### src/rtl/apb_master.sv
// APB initiator: valid/ready request -> APB SETUP/ACCESS -> valid/ready response.
// Optional ACCESS wait-state timeout enabled by defining APB_MST_TIMEOUT_EN.
module apb_master #(
  parameter int a_w  = 8,
  parameter int to_c = 16
) (
  input  logic           pclk,
  input  logic           prst,
  input  logic           req_valid,
  output logic           req_ready,
  input  logic [a_w-1:0] req_addr,
  input  logic           req_we,
  input  logic [31:0]    req_wdata,
  output logic           rsp_valid,
  input  logic           rsp_ready,
  output logic [31:0]    rsp_rdata,
  output logic           rsp_err,
  output logic [a_w-1:0] paddr,
  output logic [31:0]    pwdata,
  output logic           pwrite,
  output logic           psel,
  output logic           penable,
  input  logic [31:0]    prdata,
  input  logic           pready
);

  typedef enum logic [1:0] {
    IDLE,
    SETUP,
    ACCESS,
    RESP
  } state_t;

  state_t         state, state_d;
  logic           rdy_d, psel_d, pen_d, wr_d, rv_d, er_d;
  logic [a_w-1:0] addr_d;
  logic [31:0]    wd_d, rd_d;

`ifdef APB_MST_TIMEOUT_EN
  localparam int cw = $clog2(to_c + 1);
  logic [cw-1:0] cnt, cnt_d;
`else
  logic unused_to;
  assign unused_to = (to_c >= 1);
`endif

  always_ff @(posedge pclk or posedge prst) begin
    if (prst) begin
      state     <= IDLE;
      req_ready <= 1'b0;
      psel      <= 1'b0;
      penable   <= 1'b0;
      paddr     <= '0;
      pwdata    <= '0;
      pwrite    <= 1'b0;
      rsp_valid <= 1'b0;
      rsp_rdata <= '0;
      rsp_err   <= 1'b0;
`ifdef APB_MST_TIMEOUT_EN
      cnt       <= '0;
`endif
    end else begin
      state     <= state_d;
      req_ready <= rdy_d;
      psel      <= psel_d;
      penable   <= pen_d;
      paddr     <= addr_d;
      pwdata    <= wd_d;
      pwrite    <= wr_d;
      rsp_valid <= rv_d;
      rsp_rdata <= rd_d;
      rsp_err   <= er_d;
`ifdef APB_MST_TIMEOUT_EN
      cnt       <= cnt_d;
`endif
    end
  end

  always_comb begin
    state_d = state;
    rdy_d   = 1'b0;
    psel_d  = 1'b0;
    pen_d   = 1'b0;
    addr_d  = paddr;
    wd_d    = pwdata;
    wr_d    = pwrite;
    rv_d    = 1'b0;
    rd_d    = rsp_rdata;
    er_d    = rsp_err;
`ifdef APB_MST_TIMEOUT_EN
    cnt_d   = cnt;
`endif
    unique case (state)
      IDLE: begin
        rdy_d = 1'b1;
        // req_ready is registered, so it gates acceptance right after reset
        if (req_valid && req_ready) begin
          state_d = SETUP;
          rdy_d   = 1'b0;
          psel_d  = 1'b1;
          addr_d  = req_addr;
          wr_d    = req_we;
          if (req_we) wd_d = req_wdata;
        end
      end
      SETUP: begin
        state_d = ACCESS;
        psel_d  = 1'b1;
        pen_d   = 1'b1;
`ifdef APB_MST_TIMEOUT_EN
        cnt_d   = '0;
`endif
      end
      ACCESS: begin
        psel_d = 1'b1;
        pen_d  = 1'b1;
        if (pready) begin
          state_d = RESP;
          psel_d  = 1'b0;
          pen_d   = 1'b0;
          rv_d    = 1'b1;
          rd_d    = pwrite ? 32'h0 : prdata;
          er_d    = 1'b0;
        end
`ifdef APB_MST_TIMEOUT_EN
        else if (cnt == cw'(to_c - 1)) begin
          state_d = RESP;
          psel_d  = 1'b0;
          pen_d   = 1'b0;
          rv_d    = 1'b1;
          rd_d    = 32'h0;
          er_d    = 1'b1;
        end else begin
          cnt_d = cnt + cw'(1);
        end
`endif
      end
      RESP: begin
        rv_d = 1'b1;
        if (rsp_ready) begin
          state_d = IDLE;
          rv_d    = 1'b0;
          rdy_d   = 1'b1;
        end
      end
      default: state_d = IDLE;
    endcase
  end

endmodule
### config.mk
export PLATFORM = sky130hd
export DESIGN_NAME = apb_master
export DESIGN_NICKNAME = d
export VERILOG_FILES = /design/src/rtl/apb_master.sv
export SDC_FILE = /design/constraint.sdc
export NUM_CORES = 1
export LEC_CHECK = 0
export CAP_MARGIN = 20
export CORE_AREA = 2 2 126 67
export DETAILED_ROUTE_END_ITERATION = 7
export DIE_AREA = 0 0 128 69
export GPL_ROUTABILITY_DRIVEN = 0
export PLACE_DENSITY = 0.84
export SLEW_MARGIN = 20
export SYNTH_ARGS = -nofsm -noshare
export SYNTH_HDL_FRONTEND = slang
export SYNTH_SLANG_ARGS = --single-unit
### constraint.sdc
create_clock -name pclk -period 3.5 [get_ports pclk]
set_input_delay 0.525 -clock pclk [delete_from_list [all_inputs] [get_ports pclk]]
set_output_delay 0.525 -clock pclk [all_outputs]
set_load 0.05 [all_outputs]
**Yosys cells after proc, flatten, opt, wreduce, memory -nomap -nowiden**

Index checks and enable logic that the tools add are counted.

- Bits in registers: 79
- Bits of input ports: 78
- Word-level logic and storage cells: 36

- Equality and inequality tests: 6
- Mux-type cells: 15
- Reduce and logical (&&, ||, !) cells: 6

Operators with widths:

| operator | count |
|---|---|
| 2-to-1 mux 32 bit | 1 |
| one-hot mux 2 bit (4 select lines) | 1 |
| 2-to-1 mux 1 bit | 6 |
| 2-to-1 mux 2 bit | 3 |
| inequality test 2 bit (second input constant) | 3 |
| one-hot mux 1 bit (2 select lines) | 3 |
| AND reduction 3 bit | 2 |
| == test 2 bit (second input constant) | 2 |
| AND reduction 2 bit | 2 |
| one-hot mux 1 bit (3 select lines) | 1 |
| == test 2 x 1 -> 1 bit (second input constant) | 1 |
| zero test 2 bit | 1 |
| logical AND 1 bit | 1 |

**Logic depth before layout (Yosys ltp)**

- Depth after elaboration: 3
- Mapped depth: 6
- Gate-level depth less buffers: 5

**Least setup slack after synthesis**

No wires, ideal clock.

- Path type: register to register
- Start: register req_ready
- End: register state[1]
- Data arrival time: 1.484 ns
- Slack: 1.892 ns
- Cell stages (with the launch flop): 4
- Path buffers: 0
- Clock period less this slack: 1.608 ns
- Cell sequence: dfrtp_1 > nand2_1 > a211oi_1 > mux2_2

- Longest elaborated chain between the ends: 3

Ends and longest elaborated chain:

| what | RTL line | RTL |
|---|---|---|
| start: declaration | 10 | `output logic req_ready,` |
| start signal: assignment | 64 | `req_ready <= rdy_d;` |
| logical AND 1 bit | 97 | `if (req_valid && req_ready) begin` |
| inequality test 2 bit (no line) | n/a |  |
| AND reduction 3 bit (no line) | n/a |  |
| end signal: assignment | 63 | `state <= state_d;` |
| end: declaration | 34 | `state_t state, state_d;` |

No other way between the ends.
A chain may end at the register's enable or synchronous reset.

**Worst setup path after layout**

- Start: register state[1]
- End: register pwdata[4]

- Longest elaborated chain between the ends: 2

Ends and longest elaborated chain:

| what | RTL line | RTL |
|---|---|---|
| zero test 2 bit | 93 | `unique case (state)` |
| AND reduction 3 bit (no line) | n/a |  |
| end signal: assignment | 68 | `pwdata <= wd_d;` |
| end: declaration | 19 | `output logic [31:0] pwdata,` |

No other way between the ends.

==> run metrics <==
run status finished clean; internal power 3355 µW; Peak Freq 441.7 MHz; R2R depth 4; Hold Fails Final Rpt 0; RSZ-0062 raised after global routing no; Root Buffer clkbuf_16; DR WL/cell 16.02 µm; worst clock skew 5.797 ps; final setup fails 0; Arr. time, crit path 2480 ps; pwr dens 1142 mW/mm²; non-filler cells, final 515; initial antenna violation count 0; setup TNS 0 ps; Max Slew Vio Count 0; final worst-path cycle share 64.69%; number of max-cap violations 0; initial DRC count 95; final WL 8248 µm; placed cell areas 0.004921 mm²; design area 0.005294 mm²; Syn-to-layout area delta 60.27%; Synthesized Nets 339; Switch Pwr 2689 µW; vias in the first global route 2466; Filler Cells Inserted 537; # DRC 0; measured slew at the worst slew-check pin 951.7 ps; die span in y 69 µm; vias after detailed routing 2409; Primary FF master, synth dfrtp_1; largest net degree at the start of global routing 65; top-count cell post-synth dfrtp_1; Sw Ratio 44.50%; Max FO, Critical Path 33; Yosys Warn Count 0; post-placement cell count 499; CTS tree built; post_cts resized 0; Unique masters post-synth 21; effective utilization at floorplan 42.83%; chip width 128 µm; Post-synth top cells 79 x dfrtp_1, 36 x nand2_1, 32 x nand2b_1, 32 x o21ai_0, 29 x mux2_4; DPL Wire Length 5780 µm; crit path time final 2264 ps; logic gate share of total power 54.5%; sequential area share after synthesis 59.85%; hold depth 2; Post-Syn Area 0.003303 mm²; Synth Instances 255; antenna-violating nets left 0; global route total overflow 0; Worst Path Class, Setup reg -> reg; IR drop worst, VDD 0.6261 mV; Synth Register Bits 79; area leader, netlist dfrtp_1; row count 23; Rel. slew slack 36.33%; CTS sink cnt 79; H-tree Lvls 3; leakage power 0.002423 µW; Post-synth EDFFs 0; fraction of layout cells with a size suffix above 1 15.18%; Min Hold Slack 477.0 ps; # IOs 156; worst min-delay path class reg -> reg; Reg2Reg Setup Slack 1240 ps; critical path's largest stage delay 670 ps; core footprint 0.007712 mm²; # Post-CTS Setup Buffers 0; Post-synth ARST share 100.0%; Worst setup EP type flip-flop; sequential power share 26.6%; syn avg cell area 12.95 µm²; clock power share 18.9%; GRT Total Usage 19.00%; share of Yosys cell area claimed by the top area cell type 59.85%; # diodes 0; PortBufs 154; Final Net Count 494; Hold-fix buffers, CTS 0; Synth area leaders dfrtp_1 60%, mux2_4 13%, nand2b_1 6.1%; Pre-antenna DRT Iters 4; CTS buffer count 9; type of origin of the critical path flip-flop; worst path required time 3710 ps; Worst-path clk slew 60 ps; critical-path cell list inv_1, ha_1, nand4_4, mux2_4; clk_lat worst skew 330 ps; full die area 0.008832 mm²; Max clock buf depth 2; first-pass GRT wire length 12920 µm; DR vias/cell 4.678; Worst path slowest cell nand4_4
-- kinds of logic after synthesis --
family / after synthesis / share of synthesized area, %
other cells: 1 / 0.1135
simple gates: 75 / 11.89
fa+ha+maj: 6 / 2.273
compound gates: 37 / 5.985
flops: 79 / 59.85
mux: 41 / 17.27
buf+inv: 16 / 2.614
-- state kept, by name, indices dropped and copies added (netlist names) --
register,flops
req_ready,1
penable,1
state,2
rsp_valid,1
pwrite,1
rsp_rdata,32
psel,1
paddr,8
pwdata,32
-- cells in the final DEF (no fill, tap or decap), types with 3 or more instances in the layout --
| cell type | Yosys | routed |
|---|---|---|
| clkdlybuf4s50_1 | 0 | 154 |
| dfrtp_1 | 79 | 79 |
| nand2_1 | 36 | 35 |
| nand2b_1 | 32 | 32 |
| o21ai_0 | 32 | 32 |
| mux2_4 | 29 | 29 |
| mux2_2 | 12 | 12 |
| clkbuf_16 | 0 | 9 |
| ha_1 | 6 | 6 |
| bufinv_16 | 0 | 4 |
| nor2b_1 | 3 | 3 |
| buf_4 | 1 | 3 |
-- worst max-delay path: cells and delay by family (launching register included) --
family | cells | cell delay (ps)
buf+inv | 1 | 130
flops | 1 | 440
mux | 1 | 540
simple gates | 1 | 670
fa+ha+maj | 1 | 340
-- area by class of cell --
type                       instances  area [µm²]  share of cell area (%)
multi-input combinational        160        1242                   23.47
sequential                        79        1977                   37.34
clock inverter                     5       128.9                   2.434
timing repair buffer             157        1564                   29.54
tap                              100       125.1                   2.364
clock buffer                      11       242.7                   4.585
inverter                           3       13.76                  0.2600
-- path summary, 6_finish.rpt --
| check | startpoint | end |
|---|---|---|
| min in group asynchronous | prst | pwdata[25] |
| worst min-delay path | rsp_rdata[3] | rsp_rdata[3] |
| worst min register to register | rsp_rdata[3] | rsp_rdata[3] |
| worst max register to register | state[1] | pwdata[4] |
| worst max-delay path | state[1] | pwdata[4] |
| max in group asynchronous | prst | rsp_rdata[10] |
-- per-stage QoR --
stage	util [%]	setup slack (ps)	total power, µW
floorplan	-	951.6	3770
global placement	63.81	1086	4839
detailed placement	63.81	1026	4915
CTS	68.62	1214	6095
global route	68.64	1079	6317
finish	68.64	1236	6044
-- power groups by stage --
| stage | registers, µW | logic (µW) | clock network, µW |
|---|---|---|---|
| after floorplan | 3060 | 710 | 0 |
| after global placement | 1590 | 3250 | 0 |
| after detailed placement | 1610 | 3300 | 0 |
| after CTS | 1610 | 3320 | 1170 |
| after global routing | 1660 | 3450 | 1200 |
| final | 1600 | 3290 | 1140 |
-- routing by layer --
layer	wire length [µm]	vias up	GRT usage [%]
li1	-	1155	-
met1	3610	1135	24.34
met2	3733	112	29.53
met3	830	7	8.385
met4	74	0	5.128
met5	0	-	0
(Power assumes the default switching activity.)
